==> config.mk <==
export PLATFORM = sky130hd
export DESIGN_NAME = rom_loader
export DESIGN_NICKNAME = d
export VERILOG_FILES = /design/src/rtl/rom_loader_pkg.sv /design/src/rtl/rom_loader_hold_counter.sv /design/src/rtl/rom_loader.sv
export SDC_FILE = /design/constraint.sdc
export NUM_CORES = 1
export LEC_CHECK = 0
export BUFFER_PORTS_ARGS = -buffer_cell sky130_fd_sc_hd__buf_2
export CAP_MARGIN = 20
export CORE_ASPECT_RATIO = 0.8
export CORE_MARGIN = 4
export CORE_UTILIZATION = 35
export DETAILED_ROUTE_END_ITERATION = 10
export GPL_TIMING_DRIVEN = 0
export SYNTH_ARGS = -nofsm -noshare
export SYNTH_HDL_FRONTEND = slang
export SYNTH_SLANG_ARGS = --single-unit
==> constraint.sdc <==
create_clock -name i_clk_sys -period 3.6 [get_ports i_clk_sys]
set_clock_uncertainty 0.2 [all_clocks]
set_input_delay 0.36 -clock i_clk_sys [delete_from_list [all_inputs] [get_ports i_clk_sys]]
set_output_delay 0.36 -clock i_clk_sys [all_outputs]
set_load 0.005 [all_outputs]
==> src/rtl/rom_loader_pkg.sv <==
// rom_loader_pkg: shared state type and Bagman image defaults
// for the HPS ROM download front end.
package rom_loader_pkg;

    typedef enum logic [1:0] {
        ST_IDLE,
        ST_LOAD,
        ST_HOLD,
        ST_RUN
    } state_t;

    localparam logic [17:0] BAGMAN_ROM_SIZE   = 18'd65536;
    localparam int unsigned BAGMAN_RESET_HOLD = 16;
    localparam int unsigned BAGMAN_AW         = 17;
    localparam logic [17:0] BYTE_COUNT_MAX    = '1;

endpackage

==> src/rtl/rom_loader_hold_counter.sv <==
// reset_hold_counter: loads HOLD-1 on start, counts down while
// enabled, flags done on the last enabled cycle.
module reset_hold_counter #(
    parameter int unsigned HOLD = 16
) (
    input  logic i_clk,
    input  logic i_reset,
    input  logic i_start,
    input  logic i_en,
    output logic o_done
);

    localparam int unsigned CW = (HOLD > 1) ? $clog2(HOLD) : 1;
    localparam logic [CW-1:0] LOAD_VAL = CW'(HOLD - 1);

    logic [CW-1:0] r_count;

    always_ff @(posedge i_clk) begin
        if (i_reset) begin
            r_count <= '0;
        end else if (i_start) begin
            r_count <= LOAD_VAL;
        end else if (i_en && (r_count != '0)) begin
            r_count <= r_count - 1'b1;
        end
    end

    assign o_done = i_en && (r_count == '0);

endmodule

==> src/rtl/rom_loader.sv <==
// rom_loader: filters the HPS ioctl byte stream onto the core ROM
// port and keeps the core in reset until a download has finished.
module rom_loader
    import rom_loader_pkg::*;
#(
    parameter logic [17:0] ROM_SIZE   = BAGMAN_ROM_SIZE,
    parameter int unsigned RESET_HOLD = BAGMAN_RESET_HOLD,
    parameter int unsigned AW         = BAGMAN_AW
) (
    input  logic          i_clk_sys,
    input  logic          i_reset,
    input  logic          i_ioctl_download,
    input  logic          i_ioctl_wr,
    input  logic [24:0]   i_ioctl_addr,
    input  logic [7:0]    i_ioctl_dout,
    output logic [AW-1:0] o_dn_addr,
    output logic [7:0]    o_dn_data,
    output logic          o_dn_wr,
    output logic          o_core_reset,
    output logic          o_loaded,
    output logic          o_size_err,
    output logic [17:0]   o_byte_count
);

    state_t        r_state;
    logic          r_dl_q;
    logic          r_armed;
    logic [AW-1:0] r_dn_addr;
    logic [7:0]    r_dn_data;
    logic          r_dn_wr;
    logic          r_core_reset;
    logic          r_loaded;
    logic          r_size_err;
    logic [17:0]   r_byte_count;

    logic          w_rise;
    logic          w_fall;
    logic          w_active;
    logic          w_in_range;
    logic          w_accept;
    logic          w_oor;
    logic [17:0]   w_cnt_inc;
    logic [17:0]   w_cnt_next;
    logic          w_hold_start;
    logic          w_hold_done;

    // r_armed keeps a download caught mid-way by reset from re-entering LOAD
    assign w_rise     = i_ioctl_download & ~r_dl_q & r_armed;
    assign w_fall     = ~i_ioctl_download & r_dl_q;
    assign w_active   = (r_state == ST_LOAD) | w_rise;
    assign w_in_range = {7'd0, ROM_SIZE} > i_ioctl_addr;
    assign w_accept   = i_ioctl_download & i_ioctl_wr & w_in_range & w_active;
    assign w_oor      = i_ioctl_download & i_ioctl_wr & ~w_in_range & w_active;
    assign w_cnt_inc  = (r_byte_count == BYTE_COUNT_MAX) ?
                        r_byte_count : r_byte_count + 18'd1;
    assign w_cnt_next = w_accept ? w_cnt_inc : r_byte_count;

    assign w_hold_start = w_fall & (r_state == ST_LOAD);

    reset_hold_counter #(
        .HOLD (RESET_HOLD)
    ) u_hold (
        .i_clk   (i_clk_sys),
        .i_reset (i_reset),
        .i_start (w_hold_start),
        .i_en    (r_state == ST_HOLD),
        .o_done  (w_hold_done)
    );

    always_ff @(posedge i_clk_sys) begin
        if (i_reset) begin
            r_state      <= ST_IDLE;
            r_dl_q       <= 1'b0;
            r_armed      <= 1'b0;
            r_dn_addr    <= '0;
            r_dn_data    <= '0;
            r_dn_wr      <= 1'b0;
            r_core_reset <= 1'b1;
            r_loaded     <= 1'b0;
            r_size_err   <= 1'b0;
            r_byte_count <= '0;
        end else begin
            r_dl_q  <= i_ioctl_download;
            r_dn_wr <= w_accept;
            if (!i_ioctl_download) begin
                r_armed <= 1'b1;
            end
            if (w_accept) begin
                r_dn_addr <= i_ioctl_addr[AW-1:0];
                r_dn_data <= i_ioctl_dout;
            end
            if (w_rise) begin
                r_state      <= ST_LOAD;
                r_core_reset <= 1'b1;
                r_byte_count <= w_accept ? 18'd1 : 18'd0;
                r_size_err   <= w_oor;
            end else begin
                unique case (r_state)
                    ST_LOAD: begin
                        r_byte_count <= w_cnt_next;
                        r_size_err   <= r_size_err | w_oor |
                                        (w_fall && (w_cnt_next != ROM_SIZE));
                        if (w_fall) begin
                            r_state <= ST_HOLD;
                        end
                    end
                    ST_HOLD: begin
                        if (w_hold_done) begin
                            r_state      <= ST_RUN;
                            r_core_reset <= 1'b0;
                            r_loaded     <= 1'b1;
                        end
                    end
                    ST_IDLE, ST_RUN: begin
                    end
                endcase
            end
        end
    end

    assign o_dn_addr    = r_dn_addr;
    assign o_dn_data    = r_dn_data;
    assign o_dn_wr      = r_dn_wr;
    assign o_core_reset = r_core_reset;
    assign o_loaded     = r_loaded;
    assign o_size_err   = r_size_err;
    assign o_byte_count = r_byte_count;

endmodule

==> flow_summary.yaml <==
worst_setup_path:
  startpoint_type: "flop"
  cp.required_ns: 3.60
  critPathKind: "flop to flop"
  end_kind: "flop"
  cp.arrival_ns: 2.80
  path_max_fanout: 8
cts:
  ctsResizeCount: 0
  clkSlewWorstSetupHoldPaths_ns: 0.10
  tritoncts: "yes"
  cts_buffers: 5
  holdBufCountCts: 0
  htree_levels: 2
  clkLatencyLatePin_ns: 0.31
  postCtsSetupRepairBufs: 0
  clk_path_buf_depth: 2
  cts_sinks: 55
  cts_root_buf: "clkbuf_8"
placed_design:
  port_buffers: 83
  place_inst: 535
  pre_cts_ws_ns: 0.849
  post-dp-hpwl_mm: 5.78
  dpl_cell_area_mm2: 0.00339
  place_congestion: 0.905
detailed_routing:
  drt_iter0_drc: 109
  avgRoutedWirePerCell_um: 13.7
  vias: 2637
  route.detailed.drc: 0
  viasPerCell: 4.86
  dr.pass1.iters: 4
  antenna_left: 0
  wl_mm: 7.45
synthesis:
  syn-cell-area_mm2: 0.00284
  synth-seq-cells: 55
  yosysWarnings: 0
  synth_top_area_frac: 0.387
  postSynthCellCount: 344
  synth.distinct_cells: 50
  synth_top_flop_cell: "dfxtp_1"
  syn_avg_cell_area_um2: 8.26
  async_flop_share: 0
  synth_area_leaders: "dfxtp_1 (39%), nand2_1 (9.2%), a21oi_1 (7.4%)"
  synth_top_area_cell: "dfxtp_1"
  synthTopCellsByCount: "nand2_1 (70), dfxtp_1 (55), a21oi_1 (42), nor2_1 (30), nand3_1 (17)"
  synth_edf_count: 0
  yosysMostFrequentCell: "nand2_1"
  synth_nets: 384
  ys_seq_area_frac: 0.387
sta:
  worst_slack_ns: 0.801
  post-route-period-util: 0.777
  tightest_slew_ns: 0.646
  rsz0062_at_grt: "false"
  max-slew-margin-rel: 0.568
  fmax_mhz: 357
  maxSlewViolCount: 0
  tns_ns: 0
  finalHoldViolCount: 0
  fin_crit_ns: 2.80
  setup_viol: 0
power_and_ir_drop:
  vdd_ir_drop_max_mv: 0.184
  power.total_mw: 1.03
  powerDensity_mw_per_mm2: 296
  p_leak_nw: 1.42
run_status:
  status: "finished, final reports clean"
finish:
  n_antenna_cell: 0
  final_cell_area_mm2: 0.00348
  nets: 474
  stdcell_count: 543
  drive_gt1_frac: 0.280
  synthToLayoutAreaGrowth_pct: 22.5
global_route:
  grt_antenna_before_repair: 0
  grt_first_pass_wirelength_mm: 11.7
  grt.overflow.total: 0
  grt_pass1_vias: 2345
  grt_max_degree: 18
  track_usage: 0.152
floorplanning:
  start_util: 0.359
  fp.coreArea_mm2: 0.00791
  rows: 29
  die_h_um: 88.6
  dieArea_mm2: 0.00963
  die_w_um: 109
  pin_count: 84
job:
  cap_violations: 0
hold_path:
  min_path_type: "primary input to flop"
[cell usage in the layout, fill, tap and decap left out, types with 4 or more instances in the layout]
master,synthesis,final
clkbuf_8,0,5
nand2_1,70,70
nand3_1,17,17
nand4_1,6,6
inv_1,5,5
xnor2_1,13,13
xor2_1,9,9
buf_2,8,91
nor2_1,30,30
o21ai_0,5,5
a211oi_1,5,5
nor3_1,5,5
dfxtp_1,55,55
nand2b_1,5,5
nor3b_1,4,4
a21oi_1,42,42
a21o_1,4,4
clkbuf_1,11,11
[worst max-delay path, stage by stage (launching register included)]
cell and delay, ns:
dfxtp_1 0.49, ha_1 0.36, nand4_4 0.21, nor4_4 0.44, a211oi_2 0.16, xnor2_1 0.21
o21ai_0 0.18, a2111oi_4 0.34, a31oi_1 0.11
[metrics by stage]
step	hold slack, ns	utilization
global placement	0.235	0.429
global route	0.0796	0.440
finish	0.0806	0.440
CTS	0.0753	0.440
floorplan	0.235	-
detailed placement	0.241	0.429
[report_power, final]
part,switching (mW),internal (mW)
clock network,0.208,0.136
logic,0.0368,0.0312
registers,0.00447,0.613
total,0.249,0.780
[cell type report]
class	instances	area, µm²
fillers	857	4430
multi-input cells	261	1600
flip-flops and latches	55	1100
repair buffers	83	415
well taps	108	135
plain buffers	23	119
clock buffers	5	68.8
clock inverters	3	20.0
inverters	5	18.8
[kinds of logic after synthesis]
kind of cell / after synthesis / share of synthesized area
AND/OR/NAND/NOR: 165 / 0.314
XOR/XNOR: 22 / 0.0678
multiplexers: 1 / 0.00352
adder cells (fa/ha/maj): 3 / 0.0132
buffers and inverters: 28 / 0.0484
AO/OA/AOI/OAI: 70 / 0.166
flip-flops: 55 / 0.387
[registers in the layout, summed over array words and instances, names as in the netlist]
register / cells
o_byte_count: 18
o_dn_addr: 17
o_dn_data: 8
u_hold.r_count: 4
r_state: 2
o_core_reset: 1
o_dn_wr: 1
o_loaded: 1
o_size_err: 1
r_armed: 1
r_dl_q: 1
[routing by layer]
| layer | GRT usage | up-vias | wire length (µm) |
|---|---|---|---|
| li1 | - | 1367 | - |
| met1 | 0.223 | 1205 | 3660 |
| met2 | 0.225 | 57 | 3350 |
| met3 | 0.0284 | 8 | 335 |
| met4 | 0.0459 | 0 | 104 |
| met5 | 0 | - | 0 |
[path summary, 6_finish.rpt]
path / startpoint / cells past startpoint / to / slack [ns]
max: o_byte_count[0]$_SDFFE_PP0P_ / 8 / o_size_err$_SDFFE_PP0P_ / 0.80
min: i_ioctl_dout[1] / 3 / o_dn_data[1]$_SDFFE_PP0N_ / 0.08
max reg2reg: o_byte_count[0]$_SDFFE_PP0P_ / 8 / o_size_err$_SDFFE_PP0P_ / 0.80
min reg2reg: o_dn_data[4]$_SDFFE_PP0N_ / 2 / o_dn_data[4]$_SDFFE_PP0N_ / 0.25
Power figures use the tool's default switching activity.
